**config.mk**
```make
export PLATFORM = sky130hd
export DESIGN_NAME = branch_predictor_flat
export DESIGN_NICKNAME = d
export VERILOG_FILES = /design/src/rtl/branch_predictor_if.sv /design/src/rtl/branch_predictor.sv /design/src/flat_wrapper.sv
export SDC_FILE = /design/constraint.sdc
export NUM_CORES = 2
export LEC_CHECK = 0
export ABC_CLOCK_PERIOD_IN_PS = 7750
export BUFFER_PORTS_ARGS = -buffer_cell sky130_fd_sc_hd__buf_2
export CORE_ASPECT_RATIO = 1.4
export CORE_MARGIN = 1
export CORE_UTILIZATION = 65
export DETAILED_ROUTE_END_ITERATION = 10
export PLACE_DENSITY = 0.81
export SYNTH_ARGS = -nofsm -noshare
export SYNTH_HDL_FRONTEND = slang
export SYNTH_SLANG_ARGS = --single-unit
export TNS_END_PERCENT = 1
```
**constraint.sdc**
```tcl
create_clock -name clk_i -period 7.75 [get_ports clk_i]
set_input_delay 0.3875 -clock clk_i [delete_from_list [all_inputs] [get_ports clk_i]]
set_output_delay 0.3875 -clock clk_i [all_outputs]
set_load 0.01 [all_outputs]
```
**src/rtl/branch_predictor_if.sv**
```systemverilog
// Fetch/resolve/flush bundle between the front end and the branch predictor.
// The master drives lookups and resolutions; the slave returns predictions.
interface branch_predictor_if #(
  parameter int XLEN = 32
);
  logic            fetch_valid;
  logic [XLEN-1:0] fetch_pc;
  logic            pred_valid;
  logic            pred_hit;
  logic            pred_taken;
  logic [XLEN-1:0] pred_target;
  logic            res_valid;
  logic [XLEN-1:0] res_pc;
  logic            res_is_jump;
  logic            res_taken;
  logic [XLEN-1:0] res_target;
  logic            flush;

  modport master (
    output fetch_valid, fetch_pc,
    output res_valid, res_pc, res_is_jump, res_taken, res_target,
    output flush,
    input  pred_valid, pred_hit, pred_taken, pred_target
  );

  modport slave (
    input  fetch_valid, fetch_pc,
    input  res_valid, res_pc, res_is_jump, res_taken, res_target,
    input  flush,
    output pred_valid, pred_hit, pred_taken, pred_target
  );
endinterface

```
**src/rtl/branch_predictor.sv**
```systemverilog
// Direct-mapped BTB with 2-bit saturating direction counters, flop storage.
// One lookup and one resolution per cycle; prediction is registered.
module branch_predictor #(
  parameter int XLEN    = 32,
  parameter int ENTRIES = 16,
  parameter int TAG_W   = 8
) (
  input  logic               clk_i,
  input  logic               rst_i,
  branch_predictor_if.slave  bp_if
);

  localparam int IDX_W   = $clog2(ENTRIES);
  localparam int TAG_LSB = IDX_W + 2;

  typedef logic [IDX_W-1:0] idx_t;
  typedef logic [TAG_W-1:0] tag_t;
  typedef logic [XLEN-1:0]  addr_t;
  typedef logic [1:0]       ctr_t;

  function automatic ctr_t ctr_step(input ctr_t ctr, input logic up);
    ctr_t res;
    if (up) begin
      res = (ctr == 2'b11) ? 2'b11 : ctr + 2'b01;
    end else begin
      res = (ctr == 2'b00) ? 2'b00 : ctr - 2'b01;
    end
    return res;
  endfunction

  logic [ENTRIES-1:0] valid_q, valid_d;
  tag_t               tag_q    [ENTRIES];
  tag_t               tag_d    [ENTRIES];
  addr_t              target_q [ENTRIES];
  addr_t              target_d [ENTRIES];
  ctr_t               ctr_q    [ENTRIES];
  ctr_t               ctr_d    [ENTRIES];

  logic  pred_valid_q, pred_valid_d;
  logic  pred_hit_q, pred_hit_d;
  logic  pred_taken_q, pred_taken_d;
  addr_t pred_target_q, pred_target_d;

  idx_t f_idx_s, r_idx_s;
  tag_t f_tag_s, r_tag_s;
  logic f_hit_s, r_hit_s, r_take_s;
  logic unused_s;

  assign f_idx_s  = bp_if.fetch_pc[TAG_LSB-1:2];
  assign f_tag_s  = bp_if.fetch_pc[TAG_LSB+TAG_W-1:TAG_LSB];
  assign r_idx_s  = bp_if.res_pc[TAG_LSB-1:2];
  assign r_tag_s  = bp_if.res_pc[TAG_LSB+TAG_W-1:TAG_LSB];
  assign f_hit_s  = valid_q[f_idx_s] && (tag_q[f_idx_s] == f_tag_s);
  assign r_hit_s  = valid_q[r_idx_s] && (tag_q[r_idx_s] == r_tag_s);
  assign r_take_s = bp_if.res_taken | bp_if.res_is_jump;
  assign unused_s = ^{bp_if.fetch_pc, bp_if.res_pc};

  // Lookup reads pre-update table contents; outputs hold when no fetch.
  always_comb begin
    pred_valid_d  = 1'b0;
    pred_hit_d    = pred_hit_q;
    pred_taken_d  = pred_taken_q;
    pred_target_d = pred_target_q;
    if (bp_if.fetch_valid) begin
      pred_valid_d  = 1'b1;
      pred_hit_d    = f_hit_s;
      pred_taken_d  = f_hit_s && ctr_q[f_idx_s][1];
      pred_target_d = (f_hit_s && ctr_q[f_idx_s][1]) ? target_q[f_idx_s]
                                                       : bp_if.fetch_pc + XLEN'(32'd4);
    end else begin
      pred_valid_d  = 1'b0;
    end
  end

  // Table training; flush clears valids only and drops any same-cycle update.
  always_comb begin
    valid_d  = valid_q;
    tag_d    = tag_q;
    target_d = target_q;
    ctr_d    = ctr_q;
    if (bp_if.flush) begin
      valid_d = {ENTRIES{1'b0}};
    end else if (bp_if.res_valid) begin
      if (r_hit_s) begin
        ctr_d[r_idx_s] = bp_if.res_is_jump ? 2'b11
                                           : ctr_step(ctr_q[r_idx_s], bp_if.res_taken);
        if (r_take_s) begin
          target_d[r_idx_s] = bp_if.res_target;
        end else begin
          target_d[r_idx_s] = target_q[r_idx_s];
        end
      end else if (r_take_s) begin
        valid_d[r_idx_s]  = 1'b1;
        tag_d[r_idx_s]    = r_tag_s;
        target_d[r_idx_s] = bp_if.res_target;
        ctr_d[r_idx_s]    = bp_if.res_is_jump ? 2'b11 : 2'b10;
      end else begin
        valid_d = valid_q;
      end
    end else begin
      valid_d = valid_q;
    end
  end

  // Table state; counters come out of reset weakly not-taken.
  always_ff @(posedge clk_i) begin
    if (rst_i) begin
      valid_q <= {ENTRIES{1'b0}};
      for (int i = 0; i < ENTRIES; i++) begin
        tag_q[i]    <= {TAG_W{1'b0}};
        target_q[i] <= {XLEN{1'b0}};
        ctr_q[i]    <= 2'b01;
      end
    end else begin
      valid_q  <= valid_d;
      tag_q    <= tag_d;
      target_q <= target_d;
      ctr_q    <= ctr_d;
    end
  end

  // Prediction output register; reset discards any in-flight lookup.
  always_ff @(posedge clk_i) begin
    if (rst_i) begin
      pred_valid_q  <= 1'b0;
      pred_hit_q    <= 1'b0;
      pred_taken_q  <= 1'b0;
      pred_target_q <= {XLEN{1'b0}};
    end else begin
      pred_valid_q  <= pred_valid_d;
      pred_hit_q    <= pred_hit_d;
      pred_taken_q  <= pred_taken_d;
      pred_target_q <= pred_target_d;
    end
  end

  assign bp_if.pred_valid  = pred_valid_q;
  assign bp_if.pred_hit    = pred_hit_q;
  assign bp_if.pred_taken  = pred_taken_q;
  assign bp_if.pred_target = pred_target_q;

endmodule

```
**src/flat_wrapper.sv**
```systemverilog
// flat-port wrapper written by rule: the top's interface ports become plain ports
module branch_predictor_flat 
#(
  parameter int XLEN    = 32,
  parameter int ENTRIES = 16,
  parameter int TAG_W   = 8
)
  (clk_i, rst_i, bp_if_fetch_valid, bp_if_fetch_pc, bp_if_res_valid, bp_if_res_pc, bp_if_res_is_jump, bp_if_res_taken, bp_if_res_target, bp_if_flush, bp_if_pred_valid, bp_if_pred_hit, bp_if_pred_taken, bp_if_pred_target);
  branch_predictor_if #(.XLEN(XLEN)) bp_if_i ();
  input  logic clk_i;
  input  logic rst_i;
  input wire logic [$bits(bp_if_i.fetch_valid)-1:0] bp_if_fetch_valid;
  input wire logic [$bits(bp_if_i.fetch_pc)-1:0] bp_if_fetch_pc;
  input wire logic [$bits(bp_if_i.res_valid)-1:0] bp_if_res_valid;
  input wire logic [$bits(bp_if_i.res_pc)-1:0] bp_if_res_pc;
  input wire logic [$bits(bp_if_i.res_is_jump)-1:0] bp_if_res_is_jump;
  input wire logic [$bits(bp_if_i.res_taken)-1:0] bp_if_res_taken;
  input wire logic [$bits(bp_if_i.res_target)-1:0] bp_if_res_target;
  input wire logic [$bits(bp_if_i.flush)-1:0] bp_if_flush;
  output wire logic [$bits(bp_if_i.pred_valid)-1:0] bp_if_pred_valid;
  output wire logic [$bits(bp_if_i.pred_hit)-1:0] bp_if_pred_hit;
  output wire logic [$bits(bp_if_i.pred_taken)-1:0] bp_if_pred_taken;
  output wire logic [$bits(bp_if_i.pred_target)-1:0] bp_if_pred_target;
  assign bp_if_i.fetch_valid = bp_if_fetch_valid;
  assign bp_if_i.fetch_pc = bp_if_fetch_pc;
  assign bp_if_i.res_valid = bp_if_res_valid;
  assign bp_if_i.res_pc = bp_if_res_pc;
  assign bp_if_i.res_is_jump = bp_if_res_is_jump;
  assign bp_if_i.res_taken = bp_if_res_taken;
  assign bp_if_i.res_target = bp_if_res_target;
  assign bp_if_i.flush = bp_if_flush;
  assign bp_if_pred_valid = bp_if_i.pred_valid;
  assign bp_if_pred_hit = bp_if_i.pred_hit;
  assign bp_if_pred_taken = bp_if_i.pred_taken;
  assign bp_if_pred_target = bp_if_i.pred_target;
  branch_predictor #(.XLEN(XLEN), .ENTRIES(ENTRIES), .TAG_W(TAG_W)) u_core (.clk_i(clk_i), .rst_i(rst_i), .bp_if(bp_if_i));
endmodule
```
Word level (Yosys, flattened, before mapping)

Index checks and enable logic that the tools add are counted.

Bits in registers: 723
Bits in latches: 0
Bits in writable memories: 0
Memory bits (read-only): 0
Bits of input ports: 103
Output and inout port bits: 35
Logic and storage cells: 132
Memories kept: 0

Add/subtract/negate cells: 3
Multipliers: 0
Divide/modulo/power cells: 0
Order comparisons: 6
Equal/unequal tests: 3
Shift operators: 0
Multiplexer cells: 50
Bitwise gates (word level): 6
Reduce and logical (&&, ||, !) cells: 11

Operators by type and width:

| operator                | number |
|---|---|
| $mux W512               | 3 |
| $bwmux W512             | 2 |
| $bmux W32 S4            | 2 |
| $mux W32                | 8 |
| $bwmux W128             | 1 |
| $demux W32 S4           | 1 |
| $bmux W8 S4             | 2 |
| $bwmux W32              | 2 |
| $mux W8                 | 5 |
| $add A32 B3 Y32 const B | 1 |
| $demux W8 S4            | 1 |
| $mux W2                 | 12 |
| $bmux W2 S4             | 2 |
| $eq A8 B8 Y1            | 2 |
| $or A16 B16 Y16         | 1 |
| $ge A5 B5 Y1 const B    | 2 |
| $lt A4 B5 Y1 const B    | 2 |
| $not A4 Y5              | 2 |
| $bmux W1 S4             | 2 |
| $demux W2 S4            | 1 |
| $reduce_and A3 Y1       | 2 |
| $logic_and A1 B1 Y1     | 5 |
| $lt A5 B1 Y1 const B    | 1 |
| $mux W1                 | 5 |
| other kinds (11)        | 12 |

Longest topological paths before layout

Depth after elaboration: 13
Mapped depth: 17
Depth with buffers taken out: 10

Least setup slack after synthesis

Ideal clock, no wire load.

Path type: input to register
From: input bp_if_res_pc[2]
To: register u_core.ctr_q[29] in the netlist's numbering
Library setup time: 0.131 ns
Arrival time: 3.357 ns
Required time: 7.619 ns
Setup slack: 4.262 ns
Stages: 9
Path buffers: 4
Path through: buf_2 > buf_2 > buf_1 > mux4_2 > mux4_2 > maj3_1 > o31ai_1 > clkbuf_1 > o21ai_0

Cells in the longest elaborated chain, start to end: 13
Elaborated cells between the ends (all ways): 33
Classes of those cells: 2 x add/sub; 2 x order compare; 2 x eq/ne; 21 x mux; 1 x bitwise; 5 x reduce/logical

RTL lines:

| item                                        | RTL line                                       | text |
|---|---|---|
| start: declaration                          | flat_wrapper.sv:15                             | `input wire logic [$bits(bp_if_i.res_pc)-1:0] bp_if_res_pc;` |
| $not A4 Y5                                  | n/a                                            |  |
| $bmux W2 S4                                 | branch_predictor.sv:86                         | `: ctr_step(ctr_q[r_idx_s], bp_if.res_taken);` |
| $mux W2 (not written as such) (2 in series) | branch_predictor.sv:86                         |  |
| $sub A2 B1 Y2, or another cell as far along | branch_predictor.sv:26                         | `res = (ctr == 2'b00) ? 2'b00 : ctr - 2'b01;` |
| $mux W2, on equally long branches           | branch_predictor.sv:26, branch_predictor.sv:24 |  |
| $mux W2                                     | branch_predictor.sv:23                         | `if (up) begin` |
| $mux W2                                     | branch_predictor.sv:84                         | `if (r_hit_s) begin` |
| $mux W2                                     | branch_predictor.sv:83                         | `end else if (bp_if.res_valid) begin` |
| $mux W2                                     | branch_predictor.sv:81                         | `if (bp_if.flush) begin` |
| $mux W2                                     | branch_predictor.sv:85                         | `ctr_d[r_idx_s] = bp_if.res_is_jump ? 2'b11` |
| $bwmux W32                                  | branch_predictor.sv:85                         |  |
| $mux W32                                    | branch_predictor.sv:84                         |  |
| end signal: assignment                      | branch_predictor.sv:118                        | `ctr_q <= ctr_d;` |
| end: declaration                            | branch_predictor.sv:36                         | `ctr_t ctr_q [ENTRIES];` |

Parallel ways exist; a longest one is shown, timed or not. The select of a mux whose other input is x is not followed.
A chain may end at the register's enable or synchronous reset.

Worst setup path after layout

From: input bp_if_res_pc[3]
To: register u_core.tag_q[122] in the netlist's numbering

Cells in the longest elaborated chain, start to end: 8
Elaborated cells between the ends (all ways): 16
Classes of those cells: 2 x order compare; 1 x eq/ne; 8 x mux; 2 x bitwise; 3 x reduce/logical

RTL lines:

| item                                        | RTL line                                       | text |
|---|---|---|
| $not A4 Y5 (not written as such)            | branch_predictor.sv:54, branch_predictor.sv:94 |  |
| $bmux W8 S4                                 | branch_predictor.sv:54                         | `assign r_hit_s = valid_q[r_idx_s] && (tag_q[r_idx_s] == r_tag_s);` |
| $mux W8 (not written as such) (2 in series) | branch_predictor.sv:54                         |  |
| $eq A8 B8 Y1                                | branch_predictor.sv:54                         |  |
| $logic_and A1 B1 Y1                         | branch_predictor.sv:54                         |  |
| $not A1 Y1 (no line)                        | n/a                                            |  |
| $reduce_and A4 Y1 (no line)                 | n/a                                            |  |
| end signal: indexed assignment              | branch_predictor.sv:110                        | `tag_q[i] <= {TAG_W{1'b0}};` |
| end signal: assignment                      | branch_predictor.sv:116                        | `tag_q <= tag_d;` |
| end: declaration                            | branch_predictor.sv:32                         | `tag_t tag_q [ENTRIES];` |

Parallel ways exist; a longest one is shown, timed or not. The select of a mux whose other input is x is not followed.

==> flow_metrics.py <==
metrics = {
    "final_layout": {
        "mostFrequentLayoutCell": "dfxtp_1",
        "finalNetCount": 3874,
        "post-route-cell-area_um2": 41080,
        "fillers": 4059,
        "layout_common_cells": "723 x dfxtp_1, 715 x nor2_1, 552 x a21oi_1",
        "fin_util": 0.7110,
        "drive_gt1_frac": 0.2054,
        "synthToLayoutAreaGrowth_pct": 7.611,
    },
    "timing": {
        "slew-limit-headroom": 0.2352,
        "setup_violations": 0,
        "drv_slew": 0,
        "grt_setup_unrepaired": "no",
        "fmax_ghz": 0.1962,
        "worst_pin_slew_ns": 1.147,
        "period_share": 0.6577,
        "layout_min_cycle_time_ns": 5.097,
        "setup_tns_ns": 0,
        "hold_viol": 0,
        "clock-skew-final_ns": 0.02519,
        "hold_ws_ns": 0.1339,
    },
    "clock_tree": {
        "path_clk_slew_ns": 0.06,
        "cts-root-buf": "clkbuf_16",
        "cts_resized": 0,
        "postCtsSetupRepairBufs": 0,
        "clkSinkCount": 723,
        "cts_made_buffers": 70,
        "insertion_delay_ns": 0.65,
        "cts_buffer_depth": 3,
        "cts_hold_buf": 0,
        "htree_levels": 3,
        "cts_tree": "done",
    },
    "synth": {
        "dominantRegCellSynth": "dfxtp_1",
        "synth-xor-area-share": 0.009178,
        "synth_cell_type_count": 56,
        "synth-seq-cells": 723,
        "mappedNetlistNets": 4047,
        "syn_inst": 3943,
        "async_flop_share": 0,
        "syn_area_um2": 38170,
        "synth_top_family_by_area": "multiplexers",
        "synth_mux_area_frac": 0.2963,
        "syn_avg_cell_area_um2": 9.681,
        "ys_seq_area_frac": 0.3792,
        "yosys_warnings": 0,
        "synthSimpleGateAreaFrac": 0.1565,
        "synthAdderAreaFrac": 0.0005900,
        "synth_compound_area_frac": 0.1065,
        "synth_edf_count": 0,
    },
    "floorplan": {
        "die_w_um": 206.8,
        "die_h_um": 288.7,
        "start_util": 0.6607,
        "placeableCoreArea_um2": 57780,
        "ios": 138,
        "rows": 104,
        "dieArea_um2": 59710,
    },
    "grt": {
        "grt_usage": 0.4327,
        "grt_pass1_wl_mm": 193.4,
        "grt_max_degree": 202,
        "grt_overflow": 0,
        "grt_pass1_vias": 32380,
        "antenna_found_initial": 3,
    },
    "placement": {
        "placed_cell_area_um2": 38680,
        "dp_hpwl_mm": 68.91,
        "numPortBuffers": 117,
        "gp_congestion": 0.9049,
    },
    "power": {
        "ir_worst_vdd_uv": 209.6,
        "power.density_nw_per_um2": 198.1,
        "power_mw": 8.137,
        "power_leakage_nw": 15.48,
    },
    "route": {
        "drt-pass1-iter-count": 11,
        "vias": 33880,
        "drt_iter0_markers": 5711,
        "ant_nets": 0,
        "post_drt_wl_per_cell_um": 28.32,
        "route.detailed.drc": 2,
        "vias_per_cell": 7.412,
        "drt-total-wl_mm": 129.5,
    },
    "worst_setup_path": {
        "ff2ff_setup_slack_ns": 3.39,
        "cp_num_buf_inv": 2,
        "crit_required_ns": 8.23,
        "worstPathCellList": "buf_8 > buf_4 > mux4_2 > nand3_1 > o31a_1 > o22ai_1 > a2111oi_1 > nand3_1 > nand3_1 > mux2i_1 > nor2_1",
        "critPathTopFamily": "simple AND/OR/NAND/NOR gates",
        "arrival_ns": 5.57,
        "start_kind": "input pin",
        "critPathCaptureType": "register",
        "max_stage_delay_ns": 1.07,
        "crit_slowest_cell": "nand3_1",
        "path_max_fanout": 88,
        "critical_path_class": "input pin to register",
        "cpMostUsedCell": "nand3_1",
    },
    "run": {
        "maxCapViolations": 0,
    },
    "outcome": {
        "status": "complete, but fails checks",
        "violations": "design-rule violations",
    },
    "hold_path": {
        "hold_class": "input pin to register",
    },
}
[layer usage]
layer  track usage  part of all wire  vias up
li1              -                 -    14080
met5             0           0.00022        -
met1        0.5323              0.33    16140
met2        0.6385              0.44     2849
met3        0.1133              0.14      807
met4        0.3564             0.096        4
[path summary, 6_finish.rpt]
check,cells past startpoint,from,to
hold reg to reg,2,u_core.bp_if.pred_target[19],u_core.bp_if.pred_target[19]
setup reg to reg,8,u_core.tag_q[14],u_core.tag_q[122]
hold / removal,3,bp_if_fetch_pc[0],u_core.bp_if.pred_target[0]
setup / recovery,11,bp_if_res_pc[3],u_core.tag_q[122]
[synthesized netlist by cell type, types with 12 or more instances]
| cell | n | area (um2) |
|---|---|---|
| xor2_1 | 24 | 210.2 |
| nand2_1 | 37 | 138.9 |
| mux2i_1 | 185 | 1852 |
| dfxtp_1 | 723 | 14470 |
| inv_1 | 23 | 86.33 |
| a31o_2 | 12 | 105.1 |
| nand3_1 | 43 | 215.2 |
| o21ai_0 | 53 | 265.3 |
| a21oi_1 | 552 | 2763 |
| buf_2 | 87 | 435.4 |
| mux4_2 | 400 | 9009 |
| nor3_1 | 518 | 2592 |
| mux2_2 | 40 | 450.4 |
| a211oi_1 | 29 | 217.7 |
| o21ai_2 | 13 | 113.9 |
| a311oi_1 | 15 | 131.4 |
| xnor2_1 | 16 | 140.1 |
| buf_4 | 37 | 277.8 |
| nor2_1 | 724 | 2718 |
| buf_1 | 32 | 120.1 |
| a21o_1 | 15 | 112.6 |
| clkbuf_1 | 266 | 998.5 |
[worst register-to-register path, stage by stage, from the launching register on]
cell       delay, ns
dfxtp_1         0.33
mux4_2          0.49
mux4_2          0.48
xor2_1          0.22
a2111oi_1       0.53
nand3_1         0.70
nand3_1         1.07
mux2i_1         0.30
nor2_1          0.08
[sequential cells by signal, summed over array words and instances (netlist names)]
signal,cells
u_core.bp_if.pred_hit,1
u_core.bp_if.pred_taken,1
u_core.bp_if.pred_target,32
u_core.bp_if.pred_valid,1
u_core.ctr_q,32
u_core.tag_q,128
u_core.target_q,512
u_core.valid_q,16
[metrics by stage]
step	cells	setup WS, ns
3_5_place_dp	4440	2.295
2_1_floorplan	3943	4.262
6_report	4571	2.653
5_1_grt	4568	2.549
4_1_cts	4568	2.938
3_3_place_gp	4440	2.382
[kinds of logic after synthesis]
family,Yosys count
AO/OA/AOI/OAI,734
multiplexers,625
buffers and inverters,451
XOR/XNOR,40
adder cells (fa/ha/maj),2
AND/OR/NAND/NOR,1368
flip-flops,723
[final cells by class]
type,instances,area [um2],share of cell area
Antenna cell,3,7.507,0.0001828
Clock buffer,106,2152,0.05239
Clock inverter,22,240.2,0.005848
Inverter,24,90.09,0.002193
Multi-Input combinational cell,2769,21970,0.5348
Sequential cell,723,14470,0.3524
Tap cell,742,928.4,0.02260
Timing Repair Buffer,182,1217,0.02964
[power by group]
| part | internal, mW | leakage (nW) | switching, mW | total, mW |
|---|---|---|---|---|
| Clock | 2.06 | 1.18 | 1.54 | 3.60 |
| Combinational | 0.238 | 8.46 | 0.508 | 0.746 |
| Sequential | 3.76 | 5.84 | 0.0323 | 3.79 |
| Total | 6.06 | 15.5 | 2.08 | 8.14 |
Note: power is estimated with default switching activity, not from simulation.
